`src/rtl/call_scheduler_pkg.sv`:
```
// Shared floor encodings, FSM state type and helpers for the cabin call scheduler.
package call_scheduler_pkg;

    localparam int unsigned FLOOR_W = 2;
    localparam int unsigned NUM_FLOORS = 3;

    localparam logic [FLOOR_W-1:0] FLOOR1    = 2'b00;
    localparam logic [FLOOR_W-1:0] FLOOR2    = 2'b01;
    localparam logic [FLOOR_W-1:0] FLOOR3    = 2'b10;
    localparam logic [FLOOR_W-1:0] FLOOR_BAD = 2'b11;

    typedef enum logic [2:0] {
        ST_IDLE     = 3'd0,
        ST_DISPATCH = 3'd1,
        ST_TRAVEL   = 3'd2,
        ST_DWELL    = 3'd3,
        ST_HALT     = 3'd4
    } state_e;

    // One-hot floor mask; the illegal encoding maps to an empty mask.
    function automatic logic [NUM_FLOORS-1:0] floor_onehot(input logic [FLOOR_W-1:0] f);
        return NUM_FLOORS'(1) << f;
    endfunction

endpackage

```
`src/rtl/call_scheduler_if.sv`:
```
// Goal/door handshake between the call scheduler and the movement datapath.
interface call_scheduler_if;
    import call_scheduler_pkg::*;

    logic [FLOOR_W-1:0] cur_floor;
    logic               moving;
    logic [FLOOR_W-1:0] goal_floor;
    logic               goal_valid;
    logic               dir_up;
    logic               door_open;

    modport master (
        input  cur_floor,
        input  moving,
        output goal_floor,
        output goal_valid,
        output dir_up,
        output door_open
    );

    modport slave (
        output cur_floor,
        output moving,
        input  goal_floor,
        input  goal_valid,
        input  dir_up,
        input  door_open
    );

endinterface

```
`src/rtl/call_scheduler_scan_select.sv`:
```
// SCAN goal picker: current floor first, then nearest ahead in the sweep, else nearest behind.
module call_scheduler_scan_select
    import call_scheduler_pkg::*;
(
    input  logic [NUM_FLOORS-1:0] pending,
    input  logic [FLOOR_W-1:0]    cur_floor,
    input  logic                  dir_up,
    output logic [FLOOR_W-1:0]    goal,
    output logic                  has_goal
);

    logic                above_ok;
    logic [FLOOR_W-1:0]  above_goal;
    logic                below_ok;
    logic [FLOOR_W-1:0]  below_goal;
    logic                here_ok;

    // Nearest pending floor strictly above and strictly below the car.
    always_comb begin
        above_ok   = 1'b0;
        above_goal = cur_floor;
        below_ok   = 1'b0;
        below_goal = cur_floor;
        here_ok    = |(pending & floor_onehot(cur_floor));

        case (cur_floor)
            FLOOR1: begin
                if (pending[1]) begin
                    above_ok   = 1'b1;
                    above_goal = FLOOR2;
                end else if (pending[2]) begin
                    above_ok   = 1'b1;
                    above_goal = FLOOR3;
                end
            end
            FLOOR2: begin
                if (pending[2]) begin
                    above_ok   = 1'b1;
                    above_goal = FLOOR3;
                end
                if (pending[0]) begin
                    below_ok   = 1'b1;
                    below_goal = FLOOR1;
                end
            end
            FLOOR3: begin
                if (pending[1]) begin
                    below_ok   = 1'b1;
                    below_goal = FLOOR2;
                end else if (pending[0]) begin
                    below_ok   = 1'b1;
                    below_goal = FLOOR1;
                end
            end
            default: begin
                above_ok = 1'b0;
                below_ok = 1'b0;
            end
        endcase
    end

    always_comb begin
        goal     = cur_floor;
        has_goal = 1'b0;
        if (here_ok) begin
            has_goal = 1'b1;
        end else if (dir_up) begin
            if (above_ok) begin
                goal     = above_goal;
                has_goal = 1'b1;
            end else if (below_ok) begin
                goal     = below_goal;
                has_goal = 1'b1;
            end
        end else begin
            if (below_ok) begin
                goal     = below_goal;
                has_goal = 1'b1;
            end else if (above_ok) begin
                goal     = above_goal;
                has_goal = 1'b1;
            end
        end
    end

endmodule

```
`src/rtl/call_scheduler.sv`:
```
// Cabin call scheduler: latches button calls, dispatches SCAN goals to the datapath,
// times door dwell, and halts on SOS, travel timeout or an illegal floor code.
module call_scheduler
    import call_scheduler_pkg::*;
#(
    parameter int unsigned DWELL_CYCLES   = 4,
    parameter int unsigned TRAVEL_TIMEOUT = 64
) (
    input  logic             clk,
    input  logic             button_reset,
    input  logic             button1,
    input  logic             button2,
    input  logic             button3,
    input  logic             sos_mode,
    input  logic             weight_limit_exceeded,
    output logic             led1,
    output logic             led2,
    output logic             led3,
    output logic             fault,
    call_scheduler_if.master dp
);

    localparam int unsigned DWELL_W  = $clog2(DWELL_CYCLES + 1);
    localparam int unsigned TRAVEL_W = $clog2(TRAVEL_TIMEOUT + 1);
    localparam logic [DWELL_W-1:0]  DWELL_LOAD   = DWELL_W'(DWELL_CYCLES);
    localparam logic [TRAVEL_W-1:0] TRAVEL_LIMIT = TRAVEL_W'(TRAVEL_TIMEOUT);

    state_e                state_q, state_d;
    logic [NUM_FLOORS-1:0] pending_q, pending_d;
    logic [NUM_FLOORS-1:0] btn_prev_q, btn_prev_d;
    logic [FLOOR_W-1:0]    goal_floor_q, goal_floor_d;
    logic                  goal_valid_q, goal_valid_d;
    logic                  dir_up_q, dir_up_d;
    logic                  door_open_q, door_open_d;
    logic                  fault_q, fault_d;
    logic [DWELL_W-1:0]    dwell_q, dwell_d;
    logic [TRAVEL_W-1:0]   travel_q, travel_d;

    logic [NUM_FLOORS-1:0] buttons_c;
    logic [NUM_FLOORS-1:0] rise_c;
    logic [NUM_FLOORS-1:0] cur_oh_c;
    logic [NUM_FLOORS-1:0] set_mask_c;
    logic [NUM_FLOORS-1:0] clr_mask_c;
    logic [TRAVEL_W-1:0]   travel_inc_c;
    logic                  arrived_c;
    logic                  timeout_c;
    logic                  fault_hit_c;
    logic                  normal_c;
    logic [FLOOR_W-1:0]    sel_goal_c;
    logic                  sel_has_goal_c;

    call_scheduler_scan_select u_scan (
        .pending   (pending_q),
        .cur_floor (dp.cur_floor),
        .dir_up    (dir_up_q),
        .goal      (sel_goal_c),
        .has_goal  (sel_has_goal_c)
    );

    // Edge detection, arrival/timeout qualifiers and the pending-call set.
    always_comb begin
        buttons_c    = {button3, button2, button1};
        rise_c       = buttons_c & ~btn_prev_q;
        btn_prev_d   = buttons_c;
        cur_oh_c     = floor_onehot(dp.cur_floor);
        travel_inc_c = (travel_q == TRAVEL_LIMIT) ? travel_q : travel_q + TRAVEL_W'(1);
        arrived_c    = (state_q == ST_TRAVEL) && (dp.cur_floor == goal_floor_q) && !dp.moving;
        timeout_c    = (state_q == ST_TRAVEL) && (travel_inc_c >= TRAVEL_LIMIT);
        fault_hit_c  = (dp.cur_floor == FLOOR_BAD) || timeout_c;
        normal_c     = !fault_q && !fault_hit_c && !sos_mode;

        set_mask_c = rise_c;
        if (state_q == ST_DWELL) begin
            set_mask_c = rise_c & ~cur_oh_c;
        end
        clr_mask_c = '0;
        if (normal_c && arrived_c) begin
            clr_mask_c = floor_onehot(goal_floor_q);
        end
        pending_d = (pending_q | set_mask_c) & ~clr_mask_c;
    end

    // Next-state and registered-output logic; fault outranks SOS, SOS outranks normal flow.
    always_comb begin
        state_d      = state_q;
        goal_floor_d = goal_floor_q;
        goal_valid_d = goal_valid_q;
        dir_up_d     = dir_up_q;
        door_open_d  = door_open_q;
        fault_d      = fault_q;
        dwell_d      = dwell_q;
        travel_d     = travel_q;

        if (fault_q || fault_hit_c) begin
            fault_d      = 1'b1;
            state_d      = ST_HALT;
            goal_valid_d = 1'b0;
            door_open_d  = 1'b0;
        end else if (sos_mode) begin
            state_d      = ST_HALT;
            goal_valid_d = 1'b0;
            door_open_d  = 1'b0;
        end else begin
            case (state_q)
                ST_IDLE: begin
                    goal_valid_d = 1'b0;
                    door_open_d  = 1'b0;
                    if (|pending_q) begin
                        state_d = ST_DISPATCH;
                    end
                end
                ST_DISPATCH: begin
                    if (sel_has_goal_c) begin
                        goal_floor_d = sel_goal_c;
                        goal_valid_d = 1'b1;
                        travel_d     = '0;
                        state_d      = ST_TRAVEL;
                        if (sel_goal_c > dp.cur_floor) begin
                            dir_up_d = 1'b1;
                        end else if (sel_goal_c < dp.cur_floor) begin
                            dir_up_d = 1'b0;
                        end
                    end else begin
                        goal_valid_d = 1'b0;
                        state_d      = ST_IDLE;
                    end
                end
                ST_TRAVEL: begin
                    travel_d = travel_inc_c;
                    if (arrived_c) begin
                        goal_valid_d = 1'b0;
                        door_open_d  = 1'b1;
                        dwell_d      = DWELL_LOAD;
                        state_d      = ST_DWELL;
                    end
                end
                ST_DWELL: begin
                    door_open_d = 1'b1;
                    // Overload or a fresh press at this floor keeps the door open a full dwell.
                    if (weight_limit_exceeded || |(rise_c & cur_oh_c)) begin
                        dwell_d = DWELL_LOAD;
                    end else if (dwell_q <= DWELL_W'(1)) begin
                        door_open_d = 1'b0;
                        dwell_d     = '0;
                        state_d     = (|pending_d) ? ST_DISPATCH : ST_IDLE;
                    end else begin
                        dwell_d = dwell_q - DWELL_W'(1);
                    end
                end
                ST_HALT: begin
                    goal_valid_d = 1'b0;
                    door_open_d  = 1'b0;
                    state_d      = (|pending_q) ? ST_DISPATCH : ST_IDLE;
                end
                default: begin
                    goal_valid_d = 1'b0;
                    door_open_d  = 1'b0;
                    state_d      = ST_IDLE;
                end
            endcase
        end
    end

    always_ff @(posedge clk) begin
        if (button_reset) begin
            state_q      <= ST_IDLE;
            pending_q    <= '0;
            btn_prev_q   <= {button3, button2, button1};
            goal_floor_q <= FLOOR1;
            goal_valid_q <= 1'b0;
            dir_up_q     <= 1'b1;
            door_open_q  <= 1'b0;
            fault_q      <= 1'b0;
            dwell_q      <= '0;
            travel_q     <= '0;
        end else begin
            state_q      <= state_d;
            pending_q    <= pending_d;
            btn_prev_q   <= btn_prev_d;
            goal_floor_q <= goal_floor_d;
            goal_valid_q <= goal_valid_d;
            dir_up_q     <= dir_up_d;
            door_open_q  <= door_open_d;
            fault_q      <= fault_d;
            dwell_q      <= dwell_d;
            travel_q     <= travel_d;
        end
    end

    assign led1          = pending_q[0];
    assign led2          = pending_q[1];
    assign led3          = pending_q[2];
    assign fault         = fault_q;
    assign dp.goal_floor = goal_floor_q;
    assign dp.goal_valid = goal_valid_q;
    assign dp.dir_up     = dir_up_q;
    assign dp.door_open  = door_open_q;

endmodule

```
`src/flat_wrapper.sv`:
```
// flat-port wrapper written by rule: the top's interface ports become plain ports
module call_scheduler_flat import call_scheduler_pkg::*;
#(
    parameter int unsigned DWELL_CYCLES   = 4,
    parameter int unsigned TRAVEL_TIMEOUT = 64
)
  (clk, button_reset, button1, button2, button3, sos_mode, weight_limit_exceeded, led1, led2, led3, fault, dp_cur_floor, dp_moving, dp_goal_floor, dp_goal_valid, dp_dir_up, dp_door_open);
  call_scheduler_if dp_i ();
  input  logic clk;
  input  logic button_reset;
  input  logic button1;
  input  logic button2;
  input  logic button3;
  input  logic sos_mode;
  input  logic weight_limit_exceeded;
  output logic led1;
  output logic led2;
  output logic led3;
  output logic fault;
  input wire logic [$bits(dp_i.cur_floor)-1:0] dp_cur_floor;
  input wire logic [$bits(dp_i.moving)-1:0] dp_moving;
  output wire logic [$bits(dp_i.goal_floor)-1:0] dp_goal_floor;
  output wire logic [$bits(dp_i.goal_valid)-1:0] dp_goal_valid;
  output wire logic [$bits(dp_i.dir_up)-1:0] dp_dir_up;
  output wire logic [$bits(dp_i.door_open)-1:0] dp_door_open;
  assign dp_i.cur_floor = dp_cur_floor;
  assign dp_i.moving = dp_moving;
  assign dp_goal_floor = dp_i.goal_floor;
  assign dp_goal_valid = dp_i.goal_valid;
  assign dp_dir_up = dp_i.dir_up;
  assign dp_door_open = dp_i.door_open;
  call_scheduler #(.DWELL_CYCLES(DWELL_CYCLES), .TRAVEL_TIMEOUT(TRAVEL_TIMEOUT)) u_core (.clk(clk), .button_reset(button_reset), .button1(button1), .button2(button2), .button3(button3), .sos_mode(sos_mode), .weight_limit_exceeded(weight_limit_exceeded), .led1(led1), .led2(led2), .led3(led3), .fault(fault), .dp(dp_i));
endmodule
```
`config.mk`:
```
export PLATFORM = sky130hd
export DESIGN_NAME = call_scheduler_flat
export DESIGN_NICKNAME = d
export VERILOG_FILES = /design/src/rtl/call_scheduler_pkg.sv /design/src/rtl/call_scheduler_if.sv /design/src/rtl/call_scheduler_scan_select.sv /design/src/rtl/call_scheduler.sv /design/src/flat_wrapper.sv
export SDC_FILE = /design/constraint.sdc
export NUM_CORES = 1
export LEC_CHECK = 0
export CORE_ASPECT_RATIO = 1.1
export CORE_MARGIN = 1.5
export CORE_UTILIZATION = 56
export DETAILED_ROUTE_END_ITERATION = 16
export PLACE_DENSITY_LB_ADDON = 0.15
export SLEW_MARGIN = 20
export SYNTH_ARGS = -nofsm -noshare
export SYNTH_HDL_FRONTEND = slang
export SYNTH_SLANG_ARGS = --single-unit
export TNS_END_PERCENT = 10
```
`constraint.sdc`:
```
create_clock -name clk -period 2.8 [get_ports clk]
set_clock_uncertainty 0.05 [all_clocks]
set_input_delay 0.56 -clock clk [delete_from_list [all_inputs] [get_ports clk]]
set_output_delay 0.56 -clock clk [all_outputs]
set_load 0.03 [all_outputs]
```
==> summary.md <==
| Metric | Value |
|---|---|
| Outcome | completed |
| Part of the Yosys area used for sequential elements | 29.4% |
| Worst Max-Slew Pin Slew | 0.523 ns |
| Power density over cell area | 336 nW/µm² |
| R2r endpoint | u_core.dp.dir_up |
| Register bit count reported by yosys | 25 |
| Drt pass-1 iters | 4 |
| Worst reg2reg path depth | 10 |
| CTS root buffer | clkbuf_4 |
| Fillers | 224 |
| P&R area growth vs syn | 22.2% |
| Reg clk slew, reported paths | 0.15 ns |
| Worst path required time | 2.98 ns |
| FF-to-FF Start | u_core.pending_q[1] |
| Hold Fails Final Rpt | 0 |
| Routed WL | 4140 µm |
| Setup TNS | 0 ns |
| Hold Path Class | reg2reg |
| Clk Latency, worst-skew pair | 0.34 ns |
| First-pass GRT wire length | 6770 µm |
| Net Count, Synth | 226 |
| Final Cycle Share | 94.4% |
| Most common cell after layout, fill and taps aside | dfxtp_1 |
| Row cnt | 20 |
| Post-DP HPWL | 2990 µm |
| Die width | 55.6 µm |
| Total gr overflow | 0 |
| Share of cells above drive strength 1 | 16.4% |
| Routed Antenna Nets | 0 |
| Initial antenna violation count | 0 |
| Relative slew slack | 65.1% |
| CP Launch Point | dp_cur_floor[1] |
| # H-tree levels | 1 |
| RSZ-0062 raised after global routing | false |
| Max Fclk | 0.378 GHz |
| WL per Instance | 15.3 µm |
| CTS Buf Count | 3 |
| Commonest non-fill, non-tap cells in the layout | 25 x dfxtp_1, 21 x buf_4, 17 x clkdlybuf4s50_1 |
| VDD IR max | 0.271 mV |
| Gpl congestion | 0.861 |
| Core area | 2830 µm² |
| GRT Total Usage | 25.0% |
| Initial drt markers | 69 |
| Worst EP arrival | 2.83 ns |
| Placement Setup Slack | -0.267 ns |
| Leak pwr | 0.760 nW |
| Final #Nets | 259 |
| Tmin final | 2.64 ns |
| MaxCap Viol Count | 0 |
| Buffers added on ports | 18 |
| Synth warn | 0 |
| FF-to-FF setup slack | 0.59 ns |
| CTS max path bufs | 2 |
| Final Worst Setup Slack | 0.156 ns |
| Worst setup EP type | register |
| Vias in the first global route | 1,579 |
| Initial Utilization | 60.2% |
| Drt via density | 6.11 |
| Critical Path Sink | u_core.dp.dir_up |
| Yosys cell types | 56 |
| Critical Path Start Type | input pin |
| Async S/R FF share, synth | 0% |
| Mapped Cells | 206 |
| Setup CP Type | in2reg |
| TritonCTS clock tree | built |
| Die Footprint | 3380 µm² |
| CP Max Fanout | 5 |
| Syn avg cell area | 8.26 µm² |
| Drc violations | 0 |
| Die Span Y | 60.8 µm |
| DR vias | 1,656 |
| Mapped Area | 1700 µm² |
| # setup viols final | 0 |
| Post-synth EDFFs | 0 |
| Hold_buf cts | 0 |
| Predominant post-synthesis flop cell | dfxtp_1 |
| CTS sink count | 25 |
| I/O pins | 19 |
| Diode count | 0 |
| Slew Limit Fails | 0 |
| Largest net degree at the start of global routing | 20 |
==> stage by stage <==
stage	util, %	cell area (µm²)	instances	hold WS, ns	power, W
3_3_place_gp	70.7	2000	266	0.425	0.000516
4_1_cts	71.8	2030	270	0.465	0.000696
2_1_floorplan	-	1700	206	0.419	0.000461
6_report	73.5	2080	271	0.467	0.000698
5_1_grt	73.5	2080	271	0.482	0.000729
3_5_place_dp	70.7	2000	266	0.444	0.000519
==> logic make-up (layout without fill, tap and decap cells) <==
kind of cell	after synthesis	count (layout)	share of synthesized area (%)
AO/OA/AOI/OAI	70	70	29.4
adder cells (fa/ha/maj)	10	10	7.35
flip-flops	25	25	29.4
AND/OR/NAND/NOR	74	74	25.4
buffers and inverters	25	57	7.43
XOR/XNOR	2	2	1.03
==> worst min path at each step <==
| stage | startpoint | to | depth (start not counted) |
|---|---|---|---|
| floorplan | u_core.dwell_q[0] | u_core.dwell_q[0] | 1 |
| global placement | u_core.dp.goal_valid | u_core.dp.goal_valid | 2 |
| detailed placement | u_core.dwell_q[2] | u_core.dwell_q[2] | 2 |
| CTS | u_core.dwell_q[2] | u_core.dwell_q[2] | 2 |
| global route | u_core.dwell_q[2] | u_core.dwell_q[2] | 2 |
| finish | u_core.dwell_q[2] | u_core.dwell_q[2] | 2 |
==> registers in the layout (all words and copies together), names as in the netlist <==
signal,flops
u_core.btn_prev_q,3
u_core.dp.dir_up,1
u_core.dp.door_open,1
u_core.dp.goal_floor,2
u_core.dp.goal_valid,1
u_core.dwell_q,3
u_core.fault,1
u_core.pending_q,3
u_core.state_q,3
u_core.travel_q,7
==> layer usage <==
metal | routed length [µm] | vias up | part of all wire, % | track usage (%)
li1 | - | 833 | - | -
met1 | 1950 | 774 | 47 | 30.8
met2 | 1990 | 42 | 48 | 45.4
met3 | 132 | 7 | 3.2 | 2.56
met4 | 63 | 0 | 1.5 | 10.8
met5 | 0 | - | 0 | 0
==> repair_timing <==
action / CTS / global route
setup buffers: 0 / 1
gates resized for setup: 0 / 9
endpoints found under the setup margin: 0 / 1
==> power by group <==
part / internal (W) / switching (W) / leakage [nW]
clock network: 0.0000548 / 0.000121 / 0.0139
logic: 0.0000695 / 0.0000729 / 0.542
registers: 0.000364 / 0.0000154 / 0.204
total: 0.000488 / 0.000210 / 0.760
==> final cells by class <==
cell class	instances	area [µm²]	area share, %
timing repair buffer	39	340	16.4
tap	33	41.3	1.99
multi-input combinational	156	1110	53.6
inverter	14	52.6	2.53
clock inverter	1	7.51	0.361
clock buffer	3	22.5	1.08
sequential	25	500	24.1
==> synthesized netlist by cell type (all sizes together), types with 2 or more instances <==
cell	number	area share (%)
a31oi	5	1.8
o32ai	3	1.5
or2	3	1.1
buf	8	3.7
nand3b	4	1.8
a41oi	3	1.5
nand2b	4	1.5
a211oi	4	2.1
ha	10	7.4
o21ai	14	4.1
nand2	15	3.3
clkbuf	3	0.66
nor2b	5	1.8
o21a	3	1.3
nand3	8	2.4
a311oi	4	2.1
o21bai	3	1.3
o31ai	3	1.3
dfxtp	25	29
nor3	8	3.3
inv	14	3.1
nor2	13	2.9
xor2	2	1.0
o211a	2	1.2
nand4b	3	1.5
o211ai	5	2.5
a22oi	2	0.88
a21boi	3	1.3
a21oi	9	2.6
nor3b	2	1.5
==> critical path, stage by stage <==
cell and delay [ns]:
clkdlybuf4s50_1 0.48, inv_1 0.10, ha_2 0.21, o21a_1 0.20, o21a_1 0.21, a211o_1 0.30
a32oi_2 0.24, ha_1 0.18, inv_1 0.05, a211oi_2 0.21, a21oi_1 0.09
Note: power is estimated with default switching activity, not from simulation.
